[config.mk]
export PLATFORM = sky130hd
export DESIGN_NAME = pulse_gen_multi
export DESIGN_NICKNAME = d
export VERILOG_FILES = /design/src/rtl/pulse_gen_multi.sv
export SDC_FILE = /design/constraint.sdc
export NUM_CORES = 1
export LEC_CHECK = 0
export ABC_AREA = 1
export CAP_MARGIN = 20
export CORE_ASPECT_RATIO = 1.5
export CORE_MARGIN = 2
export CORE_UTILIZATION = 35
export CTS_BUF_LIST = sky130_fd_sc_hd__clkbuf_8
export CTS_CLUSTER_SIZE = 40
export DETAILED_ROUTE_END_ITERATION = 10
export PLACE_DENSITY_LB_ADDON = 0.2
export SETUP_SLACK_MARGIN = 0.02
export SKIP_CTS_REPAIR_TIMING = 1
export SLEW_MARGIN = 20
export SYNTH_ARGS = -nofsm -noshare
export SYNTH_HDL_FRONTEND = slang
export SYNTH_SLANG_ARGS = --single-unit
[constraint.sdc]
create_clock -name clk -period 4.1 [get_ports clk]
set_input_delay 0.615 -clock clk [delete_from_list [all_inputs] [get_ports clk]]
set_output_delay 0.615 -clock clk [all_outputs]
set_load 0.005 [all_outputs]
[src/rtl/pulse_gen_multi.sv]
// pulse_gen_multi: prescaled, mode-selectable pulse generator with burst/continuous runs.
//
// A prescaler divides clk down to a base tick. The latched 2-bit mode picks one of four
// periods (in ticks). Each period starts with a PW-tick high pulse. A run is launched on a
// rising edge of start and aborted whenever start is low. A non-zero burst stops the run
// after that many periods and raises a sticky done flag.
//
// Ports:
//   clk          system clock
//   rst          synchronous, active-high reset
//   start        level enable; rising edge launches a run, low aborts it
//   mode         period select, latched at launch
//   burst        pulse count, latched at launch; 0 = continuous
//   pulse        registered pulse output
//   busy         high while running
//   done         sticky burst-complete flag
//   pulses_sent  completed periods in the current/last run
module pulse_gen_multi #(
    parameter int unsigned TICK_DIV = 100000,
    parameter int unsigned DIV_W    = 22,
    parameter int unsigned P0       = 1000,
    parameter int unsigned P1       = 500,
    parameter int unsigned P2       = 250,
    parameter int unsigned P3       = 100,
    parameter int unsigned PW       = 1,
    parameter int unsigned PER_W    = 16,
    parameter int unsigned CNT_W    = 8
) (
    input  logic             clk,
    input  logic             rst,
    input  logic             start,
    input  logic [1:0]       mode,
    input  logic [CNT_W-1:0] burst,
    output logic             pulse,
    output logic             busy,
    output logic             done,
    output logic [CNT_W-1:0] pulses_sent
);

    typedef enum logic [1:0] {StIdle, StRun, StDone} state_e;

    state_e           state;
    logic             start_d;
    logic [1:0]       mode_l;
    logic [CNT_W-1:0] burst_l;
    logic [DIV_W-1:0] presc;
    logic [PER_W-1:0] tcnt;

    logic             start_edge;
    logic             tick;
    logic             wrap;
    logic [PER_W-1:0] period_last;
    logic [PER_W-1:0] tcnt_next;
    logic [CNT_W-1:0] sent_next;
    logic             burst_end;

    assign start_edge = start & ~start_d;
    assign tick       = (presc == DIV_W'(TICK_DIV - 1));

    always_comb begin
        period_last = PER_W'(P0 - 1);
        unique case (mode_l)
            2'b00:   period_last = PER_W'(P0 - 1);
            2'b01:   period_last = PER_W'(P1 - 1);
            2'b10:   period_last = PER_W'(P2 - 1);
            2'b11:   period_last = PER_W'(P3 - 1);
            default: period_last = PER_W'(P0 - 1);
        endcase
    end

    // wrap marks the last clock of a period
    assign wrap      = tick && (tcnt == period_last);
    assign tcnt_next = wrap ? '0 : (tick ? tcnt + PER_W'(1) : tcnt);
    assign sent_next = pulses_sent + CNT_W'(1);
    assign burst_end = wrap && (burst_l != '0) && (sent_next == burst_l);

    always_ff @(posedge clk) begin
        if (rst) begin
            state       <= StIdle;
            start_d     <= 1'b0;
            mode_l      <= 2'b00;
            burst_l     <= '0;
            presc       <= '0;
            tcnt        <= '0;
            pulse       <= 1'b0;
            busy        <= 1'b0;
            done        <= 1'b0;
            pulses_sent <= '0;
        end else begin
            start_d <= start;
            case (state)
                StIdle, StDone: begin
                    if (start_edge) begin
                        state       <= StRun;
                        mode_l      <= mode;
                        burst_l     <= burst;
                        presc       <= '0;
                        tcnt        <= '0;
                        pulses_sent <= '0;
                        done        <= 1'b0;
                        busy        <= 1'b1;
                        // tick counter restarts at 0, which is inside the high window
                        pulse       <= 1'b1;
                    end
                end
                StRun: begin
                    if (!start) begin
                        // abort wins over a coincident wrap; pulses_sent keeps its value
                        state <= StIdle;
                        pulse <= 1'b0;
                        busy  <= 1'b0;
                    end else if (burst_end) begin
                        state       <= StDone;
                        pulse       <= 1'b0;
                        busy        <= 1'b0;
                        done        <= 1'b1;
                        pulses_sent <= sent_next;
                    end else begin
                        presc <= tick ? '0 : presc + DIV_W'(1);
                        tcnt  <= tcnt_next;
                        pulse <= (tcnt_next < PER_W'(PW));
                        if (wrap) begin
                            pulses_sent <= sent_next;
                        end
                    end
                end
                default: state <= StIdle;
            endcase
        end
    end

endmodule
== Word-level counts from Yosys, hierarchy flattened ==
Index checks and enable logic that the tools add are counted.
Widths: inputs -> output; s select.
Word-level totals
  bits of input ports: 13
  bits in registers: 62
  output and inout port bits: 11
Operators by class
  mux-type cells: 32
  equal/unequal tests: 14
  $add $sub $neg: 3
  reductions and logical operators: 15
  $lt $le $gt $ge: 1
  bitwise logic cells: 2
Operators by type and width (number)
  $mux 22: 4
  $mux 16: 5
  $pmux 16 s4: 1
  $pmux 22 s2: 1
  $mux 8: 4
  $pmux 16 s2: 1
  $add 22x1->22 const B: 1
  $eq 22x17->1 const B: 1
  $add 16x1->16 const B: 1
  $eq 16x16->1: 1
  $lt 16x1->1 const B: 1
  $pmux 8 s2: 1
  $reduce_and 4->1: 3
  $add 8x1->8 const B: 1
  $eq 8x8->1: 1
  $mux 1: 8
  $ne 2x2->1 const B: 4
  $reduce_bool 8->1: 1
  $eq 2x2->1 const B: 3
  $mux 2: 3
  $ne 3x3->1 const B: 2
  $pmux 1 s2: 3
  $reduce_and 2->1: 3
  $eq 2x1->1 const B: 2
  8 further kinds: 11

== Logic depth before layout (Yosys ltp) ==
  depth in word-level cells: 9
  depth in mapped cells: 17
  depth with buffers taken out: 17

== Worst setup path after synthesis ==
Ideal clock, no wire load.
  kind: flip-flop to flip-flop
  start point: reg mode_l[0]
  end point: reg tcnt[9]
  stages on the path, launching flop included: 17
  period minus slack after synthesis: 2.058 ns
  slack: 2.042 ns
  library setup time: 0.074 ns
  arrival: 1.984 ns
  buffers on the path: 1
  cells stage by stage: dfxtp_1 -> inv_1 -> ha_1 -> inv_1 -> nand2_1 -> o21ai_0 -> inv_1 -> nor2_2 -> nand3_4 -> nor2_1 -> nand3_2 -> nand2_4 -> nand2_4 -> clkinv_4 -> buf_6 -> nand3_1 -> o21ai_0
On the way
  word-level cells in the longest chain between the ends: 8
RTL lines
  from (decl): line 44  | logic [1:0] mode_l;
  from (signal assigned): line 95  | mode_l <= mode;
  $eq 2x2->1, or another cell as far along: line 62  | unique case (mode_l)
  $pmux 16 s4 (*): line 62
  $eq 16x16->1 (*): line 72  | assign wrap = tick && (tcnt == period_last);
  $logic_and 1x1->1 (*): line 72
  $mux 16 or $logic_and 1x1->1 (tied branches): line 73, 75
  $mux 16 or $logic_and 1x1->1 (tied branches): line 112, 75
  $mux 16 or $ne 2x2->1 (tied branches)
  $pmux 16 s2 or $reduce_and 4->1 (tied branches)
  to (signal assigned): line 120  | tcnt <= tcnt_next;
  to (decl): line 47  | logic [PER_W-1:0] tcnt;
Every way passes the cells marked *; elsewhere a longest branch is shown, timed or not. The select of a mux whose other input is x is not followed.
A chain may end at the register's enable or synchronous reset.

== Worst setup path after layout ==
  start point: in start
  end point: reg tcnt[2]
On the way
  word-level cells in the longest chain between the ends: 3
RTL lines
  from (decl): line 31  | input logic start,
  $and 1x1->1: line 57  | assign start_edge = start & ~start_d;
  $ne 2x2->1 (no line)
  $reduce_and 4->1 (no line) (*)
Every way passes the cells marked *; elsewhere a longest branch is shown, timed or not.

==> summary.txt <==
===========================================================================================
Outcome                                                                           completed
Die Outline Area                                                                0.0133 mm^2
Final number of hold-violating endpoints                                                  0
Multi-input logic area                                                         0.00266 mm^2
Syn nets                                                                                744
Final critical-path share of the clock period                                         70.4%
Leading cell type in the layout, fill and taps excluded                        sky130_fd_sc_hd__nand2_1
Worst ir drop on vdd                                                               0.148 mV
Share of layout cells above drive strength 1                                          5.53%
Top library cells by usage in the layout, fill and taps aside                  sky130_fd_sc_hd__nand2_1 (199), sky130_fd_sc_hd__nor2_1 (108), sky130_fd_sc_hd__inv_1 (77), sky130_fd_sc_hd__nand3_1 (77), sky130_fd_sc_hd__dfxtp_1 (62)
Routed wirelength normalized by instance count                                      14.7 um
Most used DFF post-synth                                                       sky130_fd_sc_hd__dfxtp_1
Number of vias after detailed routing                                                 4,653
Inserted Clock Buffers                                                                    9
Unrepaired setup endpoints after global routing                                       false
IO Port Bufs                                                                             23
Router iterations before antenna repair                                                   5
Count of pins on the block boundary                                                      24
Max-slew headroom at the worst pin                                                    35.3%
Maximum fanout along the worst path                                                      23
Placed cells                                                                            878
Utilization of the core after routing                                                 40.4%
Shortest clock period the worst path allows after layout                            2.89 ns
Final instance count without filler cells                                               894
Leakage power total                                                                 1.94 nW
Depth of the CTS H-tree                                                                   3
Remaining routing DRC violations                                                          0
Sequential fraction of the synthesis area                                             28.6%
Routed vias/inst                                                                       5.20
Core area                                                                       0.0121 mm^2
Clk_skew                                                                         0.00771 ns
Clock tree from TritonCTS                                                             built
Number of antenna violations at the first check in global routing                         0
Yosys warns                                                                               0
Largest net degree at the start of global routing                                        34
Antenna fix cells                                                                         0
Clock latency reported for the late side of the worst-skew pair                     0.35 ns
Mapped Cells                                                                            725
Global route total overflow                                                               0
Min-delay worst type                                                             reg -> reg
Fill cell count                                                                       1,326
Buffer levels on the longest clock path                                                   2
Final-layout worst hold slack                                                      0.494 ns
Required time of the worst setup path                                               4.32 ns
Global-route wire length before repair                                            21,300 um
FF/Latch Area                                                                  0.00124 mm^2
Placer's final routability congestion estimate                                        0.909
Arr. time, crit path                                                                3.10 ns
Final standard cell area without fillers                                       0.00488 mm^2
Pre-CTS setup slack                                                                0.856 ns
Post-Synthesis Mean Instance Area                                                 5.99 um^2
Overall power after layout                                                          1.44 mW
Number of design-rule violations left by the first detailed-router iteration            226
Global-route usage over all layers                                                    20.3%
Post-Route WL                                                                     13,100 um
PD cells                                                                        295 mW/mm^2
Slack of the critical path                                                          1.21 ns
Reg clk slew, reported paths                                                        0.07 ns
Number of enable-type register cells in the synthesized netlist                           0
Setup Crit Path Kind                                                              in -> reg
Yosys cell types                                                                         41
Type of element capturing the critical path                                       flip-flop
Initial Util                                                                          36.0%
Layout overhead on the synthesized area                                               12.3%
Vias in the first global route                                                        4,379
Crit path launch type                                                            input port
Die outline height                                                                   140 um
Post-Synthesis Cell Area                                                       0.00435 mm^2
Width of the die                                                                    95.0 um
Half-perimeter wire length of the detailed placement result                         9790 um
Root cell of the clock tree                                                    sky130_fd_sc_hd__clkbuf_8
Worst-Margin Slew                                                                  0.970 ns
# setup viols final                                                                       0
Area after DPL                                                                 0.00466 mm^2
Sum of negative setup slack                                                            0 ns
Number of storage elements in the synthesis netlist                                      62
Final Max Tran Viols                                                                      0
Number of routed nets with antenna violations                                             0
Sinks on Clock Net                                                                       62
Number of nets in the layout                                                            755
Max Clock Freq                                                                      346 MHz
Row Count                                                                                49
Asr flop ratio synth                                                                     0%
Number of violations of the max-capacitance limit                                         0
===========================================================================================
final timing paths:
kind / to / startpoint / slack [ns] / cells past startpoint
hold / removal: state[1]$_SDFFE_PP0P_ / state[1]$_SDFFE_PP0P_ / 0.49 / 2
setup reg to reg: tcnt[4]$_SDFFE_PP0P_ / mode_l[1]$_SDFFE_PP0P_ / 1.43 / 17
hold reg to reg: state[1]$_SDFFE_PP0P_ / state[1]$_SDFFE_PP0P_ / 0.49 / 2
setup / recovery: tcnt[2]$_SDFFE_PP0P_ / start / 1.21 / 9
cells by family after synthesis:
group | share of synthesized area (%)
compound gates | 11.1
buf+inv | 10.2
fa+ha+maj | 1.73
flops | 28.6
simple gates | 43.7
xor+xnor | 4.75
worst max-delay path, stage by stage:
cell,delay [ns]
sky130_fd_sc_hd__clkdlybuf4s50_1,0.49
sky130_fd_sc_hd__inv_1,0.08
sky130_fd_sc_hd__nor3_1,0.53
sky130_fd_sc_hd__inv_1,0.47
sky130_fd_sc_hd__buf_4,0.37
sky130_fd_sc_hd__nand2_4,0.17
sky130_fd_sc_hd__clkinv_4,0.15
sky130_fd_sc_hd__nand3_1,0.10
sky130_fd_sc_hd__o21ai_0,0.12
metal layers:
| layer | part of all wire, % | track usage [%] | vias up | wire length [um] |
|---|---|---|---|---|
| met1 | 43 | 23.5 | 2133 | 5600 |
| met5 | 0 | 0 | - | 0 |
| met2 | 51 | 36.1 | 117 | 6640 |
| li1 | - | - | 2363 | - |
| met3 | 2.9 | 2.31 | 40 | 379 |
| met4 | 3.7 | 9.69 | 0 | 488 |
synth_stat cells, drive strengths merged, types with 5 or more instances:
| library cell | n | area, um^2 |
|---|---|---|
| o21ai | 36 | 180 |
| dfxtp | 62 | 1240 |
| a21oi | 41 | 205 |
| nor2 | 114 | 448 |
| or2 | 5 | 31.3 |
| nand2 | 202 | 776 |
| nand3 | 80 | 423 |
| inv | 80 | 300 |
| clkbuf | 16 | 61.3 |
| nor3 | 10 | 55.1 |
| xor2 | 16 | 140 |
| xnor2 | 5 | 43.8 |
| buf | 11 | 71.3 |
| ha | 6 | 75.1 |
| nand4 | 19 | 119 |
sequential cells by signal (all words and copies together), names as in the netlist:
name / flops
tcnt: 16
presc: 22
done: 1
state: 2
pulses_sent: 8
busy: 1
pulse: 1
start_d: 1
burst_l: 8
mode_l: 2
report_power, final:
group	switching [mW]	internal, mW	leakage (nW)
Clock	0.244	0.352	0.119
Combinational	0.123	0.0728	1.31
Sequential	0.0246	0.625	0.505
Total	0.391	1.05	1.94
cell type report:
| type | instances | area share [%] |
|---|---|---|
| tap | 153 | 3.92 |
| sequential | 62 | 25.4 |
| multi-input combinational | 555 | 54.6 |
| clock buffer | 10 | 2.82 |
| timing repair buffer | 27 | 5.33 |
| clock inverter | 6 | 1.59 |
| inverter | 81 | 6.33 |
No activity file was read; power rests on OpenSTA's default activity.
